`src/rtl/io_sw_responder.sv`:
```
// Switch/LED responder on the core LSU bus: synchronised and debounced switches, sticky change bits, two LED registers.
// Define IO_SW_DEBOUNCE_EN to build the shared debounce counter; without it SW_VAL follows the synchronizer directly.
module io_sw_responder #(
  parameter int DEBOUNCE_CYCLES = 4
) (
  input  logic        i_clk,
  input  logic        i_rst,
  input  logic [31:0] i_io_sw,
  input  logic [11:0] i_lsu_addr,
  input  logic        i_lsu_rden,
  input  logic        i_lsu_wren,
  input  logic [31:0] i_lsu_wdata,
  output logic [31:0] o_lsu_rdata,
  output logic        o_lsu_ack,
  output logic [31:0] o_io_ledr,
  output logic [31:0] o_io_ledg
);

  localparam logic [9:0] ADDR_SW_VAL = 10'd0;
  localparam logic [9:0] ADDR_SW_CHG = 10'd1;
  localparam logic [9:0] ADDR_LEDR   = 10'd2;
  localparam logic [9:0] ADDR_LEDG   = 10'd3;

  logic [31:0] r_sync1;
  logic [31:0] r_sync2;
  logic [31:0] r_swVal;
  logic [31:0] r_swChg;
  logic [31:0] r_ledr;
  logic [31:0] r_ledg;
  logic [31:0] r_rdata;
  logic        r_ack;

  logic [9:0]  w_wordAddr;
  logic        w_isWrite;
  logic        w_isRead;
  logic        w_load;
  logic [31:0] w_swValNext;
  logic [31:0] w_chgSet;
  logic [31:0] w_chgClr;
  logic [31:0] w_swChgNext;
  logic [31:0] w_readData;
  logic        w_unusedAddrLsbs;

  assign w_wordAddr       = i_lsu_addr[11:2];
  assign w_unusedAddrLsbs = ^i_lsu_addr[1:0];
  assign w_isWrite        = i_lsu_wren;
  assign w_isRead         = i_lsu_rden & ~i_lsu_wren;

  always_ff @(posedge i_clk or posedge i_rst) begin
    if (i_rst) begin
      r_sync1 <= '0;
      r_sync2 <= '0;
    end else begin
      r_sync1 <= i_io_sw;
      r_sync2 <= r_sync1;
    end
  end

`ifdef IO_SW_DEBOUNCE_EN
  localparam logic [7:0] CNT_MAX = 8'(DEBOUNCE_CYCLES);

  logic [31:0] r_prev;
  logic [7:0]  r_cnt;
  logic [7:0]  w_stable;

  // w_stable counts the current cycle too, so a fresh change starts at 1 and saturates at CNT_MAX
  always_comb begin
    w_stable = 8'd1;
    if (r_sync2 == r_prev) begin
      w_stable = (r_cnt == CNT_MAX) ? CNT_MAX : (r_cnt + 8'd1);
    end
  end

  always_ff @(posedge i_clk or posedge i_rst) begin
    if (i_rst) begin
      r_prev <= '0;
      r_cnt  <= '0;
    end else begin
      r_prev <= r_sync2;
      r_cnt  <= w_stable;
    end
  end

  assign w_load = (w_stable == CNT_MAX);
`else
  // DEBOUNCE_CYCLES is never 0, so this loads every cycle
  assign w_load = (DEBOUNCE_CYCLES != 0);
`endif

  assign w_swValNext = w_load ? r_sync2 : r_swVal;
  assign w_chgSet    = w_load ? (r_swVal ^ r_sync2) : '0;
  assign w_chgClr    = (w_isWrite && (w_wordAddr == ADDR_SW_CHG)) ? i_lsu_wdata : '0;
  assign w_swChgNext = (r_swChg & ~w_chgClr) | w_chgSet;

  // Switch registers are read at their next value so a same-edge update is visible
  always_comb begin
    w_readData = '0;
    if (w_isRead) begin
      case (w_wordAddr)
        ADDR_SW_VAL: w_readData = w_swValNext;
        ADDR_SW_CHG: w_readData = w_swChgNext;
        ADDR_LEDR:   w_readData = r_ledr;
        ADDR_LEDG:   w_readData = r_ledg;
        default:     w_readData = '0;
      endcase
    end
  end

  always_ff @(posedge i_clk or posedge i_rst) begin
    if (i_rst) begin
      r_swVal <= '0;
      r_swChg <= '0;
      r_ledr  <= '0;
      r_ledg  <= '0;
      r_rdata <= '0;
      r_ack   <= 1'b0;
    end else begin
      r_swVal <= w_swValNext;
      r_swChg <= w_swChgNext;
      if (w_isWrite && (w_wordAddr == ADDR_LEDR)) begin
        r_ledr <= i_lsu_wdata;
      end
      if (w_isWrite && (w_wordAddr == ADDR_LEDG)) begin
        r_ledg <= i_lsu_wdata;
      end
      r_rdata <= w_readData;
      r_ack   <= i_lsu_rden | i_lsu_wren;
    end
  end

  assign o_lsu_rdata = r_rdata;
  assign o_lsu_ack   = r_ack;
  assign o_io_ledr   = r_ledr;
  assign o_io_ledg   = r_ledg;

endmodule

```
`config.mk`:
```
export PLATFORM = sky130hd
export DESIGN_NAME = io_sw_responder
export DESIGN_NICKNAME = d
export VERILOG_FILES = /design/src/rtl/io_sw_responder.sv
export SDC_FILE = /design/constraint.sdc
export NUM_CORES = 1
export LEC_CHECK = 0
export CAP_MARGIN = 20
export CORE_UTILIZATION = 47
export DETAILED_ROUTE_END_ITERATION = 16
export HOLD_SLACK_MARGIN = 0.15
export PLACE_DENSITY = 0.77
export RECOVER_POWER = 100
export SYNTH_ARGS = -nofsm -noshare
export SYNTH_HDL_FRONTEND = slang
export SYNTH_SLANG_ARGS = --single-unit
```
`constraint.sdc`:
```
create_clock -name i_clk -period 7.6 [get_ports i_clk]
set_input_delay 1.14 -clock i_clk [delete_from_list [all_inputs] [get_ports i_clk]]
set_output_delay 1.14 -clock i_clk [all_outputs]
set_load 0.05 [all_outputs]
```
==> results summary <==
The flow ran to the end, but the final reports show violations. The final reports fail on max-capacitance violations, max-slew violations. The via density per instance came out at 5.678.

The die extent in x came out at roughly 140 µm. The post-cts gate resize count came out at 0. The peak supply drop is 164.4 µV. The CTS tree is yes. At the pin with the least slew margin, the transition time is 2.555 ns. The via count came out at between 6000 and 7000. The clock latency of the later-clocked register in the worst-skew pair is a little over 0.5 ns. In the synthesized netlist, the number of instances is 740. The most numerous cell type found on the critical path is clkbuf_1. The starting density of the core is 0.4859. For this run, the register share of the synthesized area comes to 0.6112. The element type at the critical path end is a register. In this run the clock root is driven by a clkbuf_16. The number of warnings reported in the yosys synthesis log is 0. The layout net count is just under 1000. The number of endpoints failing setup at the final stage is 0. The number of antenna violations at the first check in global routing is 1. The number of placed instances, taps included, is 1129.

The critical path goes through buf_2 > clkbuf_1 > and2_2 > nand4_1 > clkbuf_1 > mux2_1. The worst hold path begins at r_sync1[16]. The standard cell core area is ~19000 µm². The worst hold path passes through 0 cells.

The violation count after the first detailed-route iteration is roughly 380. The number of routed nets with antenna violations came out at 0. The number of global-route vias before repair is between 6000 and 7000.

The maximum number of pins on one net before global-route repair is 115. The maximum buffer depth of the clock tree is 3. The post-route minimum period is 5.469 ns.

Counting the buffers created by CTS gives 24. In the global route stage, overall resource usage came out at 0.2313. The overall power after layout is 2542 µW.

The worst reg-to-reg path cell count came out at 3. The timing-limited maximum frequency came out at 0.1828 GHz. The final worst-path cycle share is 0.7197.

After filler insertion, the fill cell instance count of the layout stands at 1453. STA puts the critical path data required time at about 8 ns. The library cell contributing the largest single delay on the critical path is clkbuf_1.

The areal power density over the cells is ~210 nW/µm². The final cell count without fillers is ~1200. The cell family contributing the most delay on the critical path is buffers and inverters. The count of clock tree sinks is 225. The critical path startpoint category is an input port.

The area of the die is 20160 µm². The I/O pin count is 177. The synthesized area is 9211 µm². The flop and latch count out of synthesis came out at 225.

The final global-route overflow total came out at 0. The critical path's largest stage delay is about 1.5 ns. Across the run, the number of max-cap violations was 5. The count of unresolved DRC violations after routing is 0. In this run the number of H-tree levels came out at 1. For the final database, setup skew stands at 0.009440 ns. The analysis attributes to cell leakage a power of between 0.005 and 0.006 µW. The total detailed-routing wirelength is 22.60 mm. The reg-to-reg critical path endpoint is o_lsu_rdata[29].

For hold timing, the worst endpoint is r_sync2[16]. Setup repair after global routing left no endpoint under its margin. The kind of path behind the tightest hold check is reg -> reg. The die extent in y is 142.0 µm. At the end of routability-driven placement, the weighted congestion stood at 0.7551.

Of all nets on the critical path, the largest fanout is 37. Before antenna repair, the detailed router went through 4 iterations. The final number of max-transition violations is 168. In this run the tightest slew margin relative to its limit is -0.7037. The total buffers and inverters traversed by the critical path is 3. The site row count is 50.

At the worst endpoint, the arrival time is 5.85 ns. Clock-pin slew was measured on the worst setup and hold paths at 0.06 ns. The total of hold buffers inserted after clock tree synthesis is 0. The detailed-placement wirelength estimate came out at 13.01 mm. The net count after synthesis came out at 820. The final setup TNS is 0 ns. The growth of design area from synthesis to finish is 28.63%.

The final number of hold-violating endpoints came out at 0. The worst register-to-register path begins at r_sync2[29]. The total of buffers placed on input and output ports is around 170. The wire length per cell came out at slightly below 20 µm. In the final layout, the share of cells above drive strength 1 is 0.1756. The average cell area after synthesis is 12.45 µm². The flop-to-flop setup slack came out at 6.39 ns.

The total setup buffers inserted after CTS is 0. The type of the worst setup path is in -> reg. The count of cell types in the netlist came out at 20. The first-pass GRT wire length is between 30 and 40 mm.
-- cell usage after synthesis --
master / instances / area share
mux2_1: 21 / 0.026
nand3_1: 32 / 0.017
dfrtp_1: 225 / 0.61
o41ai_1: 32 / 0.030
and3b_1: 1 / 0.00095
clkbuf_1: 30 / 0.012
or2_2: 33 / 0.022
nor4_4: 2 / 0.0046
a22o_1: 32 / 0.030
nor2b_1: 34 / 0.023
a22oi_1: 32 / 0.026
o21ai_0: 32 / 0.017
buf_1: 5 / 0.0020
inv_1: 1 / 0.00041
and2_1: 1 / 0.00068
buf_2: 19 / 0.010
nand2_1: 65 / 0.026
mux2_2: 75 / 0.092
nand4_1: 66 / 0.045
buf_4: 2 / 0.0016
-- metrics by stage --
step                      hold WS [ns]  cell area (µm²)  setup slack (ns)  utilization
after floorplan                 0.3312             9211            0.2972            -
after global placement          0.3314            11120             3.270       0.5867
after detailed placement        0.3347            11120             3.216       0.5867
after CTS                       0.3460            11880             3.806       0.6267
after global routing            0.3491            11850             1.917       0.6251
final                           0.3445            11850             2.131       0.6251
-- how the worst max path moves through the flow --
stage	startpoint	end	slack [ns]	depth (start not counted)
after floorplan	i_rst	o_io_ledg[0]	0.30	1
after global placement	i_lsu_addr[11]	o_io_ledr[20]	3.27	6
after detailed placement	i_lsu_addr[11]	o_io_ledr[19]	3.22	6
after CTS	i_lsu_addr[11]	o_io_ledg[19]	3.81	6
after global routing	i_lsu_wren	o_io_ledg[9]	1.92	6
final	i_lsu_wren	o_io_ledg[19]	2.13	6
-- cells in the final DEF, fill, tap and decap left out, drive strengths merged --
master / netlist / layout
clkinv: 0 / 7
inv: 1 / 1
and2: 1 / 1
dlygate4sd3: 0 / 131
nor4: 2 / 2
a22oi: 32 / 32
or2: 33 / 33
o41ai: 32 / 32
clkdlybuf4s50: 0 / 40
dfrtp: 225 / 225
nand4: 66 / 66
buf: 26 / 10
o21ai: 32 / 32
diode: 0 / 1
mux2: 96 / 96
nand2: 65 / 65
a22o: 32 / 32
and3b: 1 / 1
clkbuf: 30 / 39
nand3: 32 / 32
nor2b: 34 / 34
-- cell families (layout without fill, tap and decap cells) --
family                 Yosys count  in the layout  synth area share
other                            0              1                 0
multiplexers                    96             96            0.1174
AO/OA/AOI/OAI                  128            128            0.1043
buffers and inverters           57            228           0.02662
AND/OR/NAND/NOR                234            234            0.1405
flip-flops                     225            225            0.6112
-- state kept, by name, summed over array words and instances, names as in the netlist --
signal,count
r_sync1,32
r_sync2,32
o_lsu_rdata,32
o_io_ledr,32
r_swVal,32
o_io_ledg,32
o_lsu_ack,1
r_swChg,32
-- routing by layer --
layer | track usage | vias to the layer above | part of all wire
li1 | - | 3062 | -
met1 | 0.3155 | 3352 | 0.45
met2 | 0.3826 | 200 | 0.49
met3 | 0.03264 | 41 | 0.045
met4 | 0.07583 | 0 | 0.024
met5 | 0 | - | 0
-- layout make-up --
cell class              instances  area, µm²  area share
clock buffers                  35      723.2     0.06103
well taps                     260      325.3     0.02746
flip-flops and latches        225       5630      0.4752
inverters                       1      11.26   0.0009504
clock inverters                 7      35.03    0.002957
repair buffers                185       1797      0.1516
diodes                          1      2.502   0.0002112
multi-input cells             458       3324      0.2806
-- power by group --
part / switching, µW / internal (µW) / total (µW)
Sequential: 21.8 / 1230 / 1250
Combinational: 114 / 69.8 / 184
Clock: 451 / 655 / 1110
Total: 587 / 1950 / 2540
No activity file was read; power rests on OpenSTA's default activity.
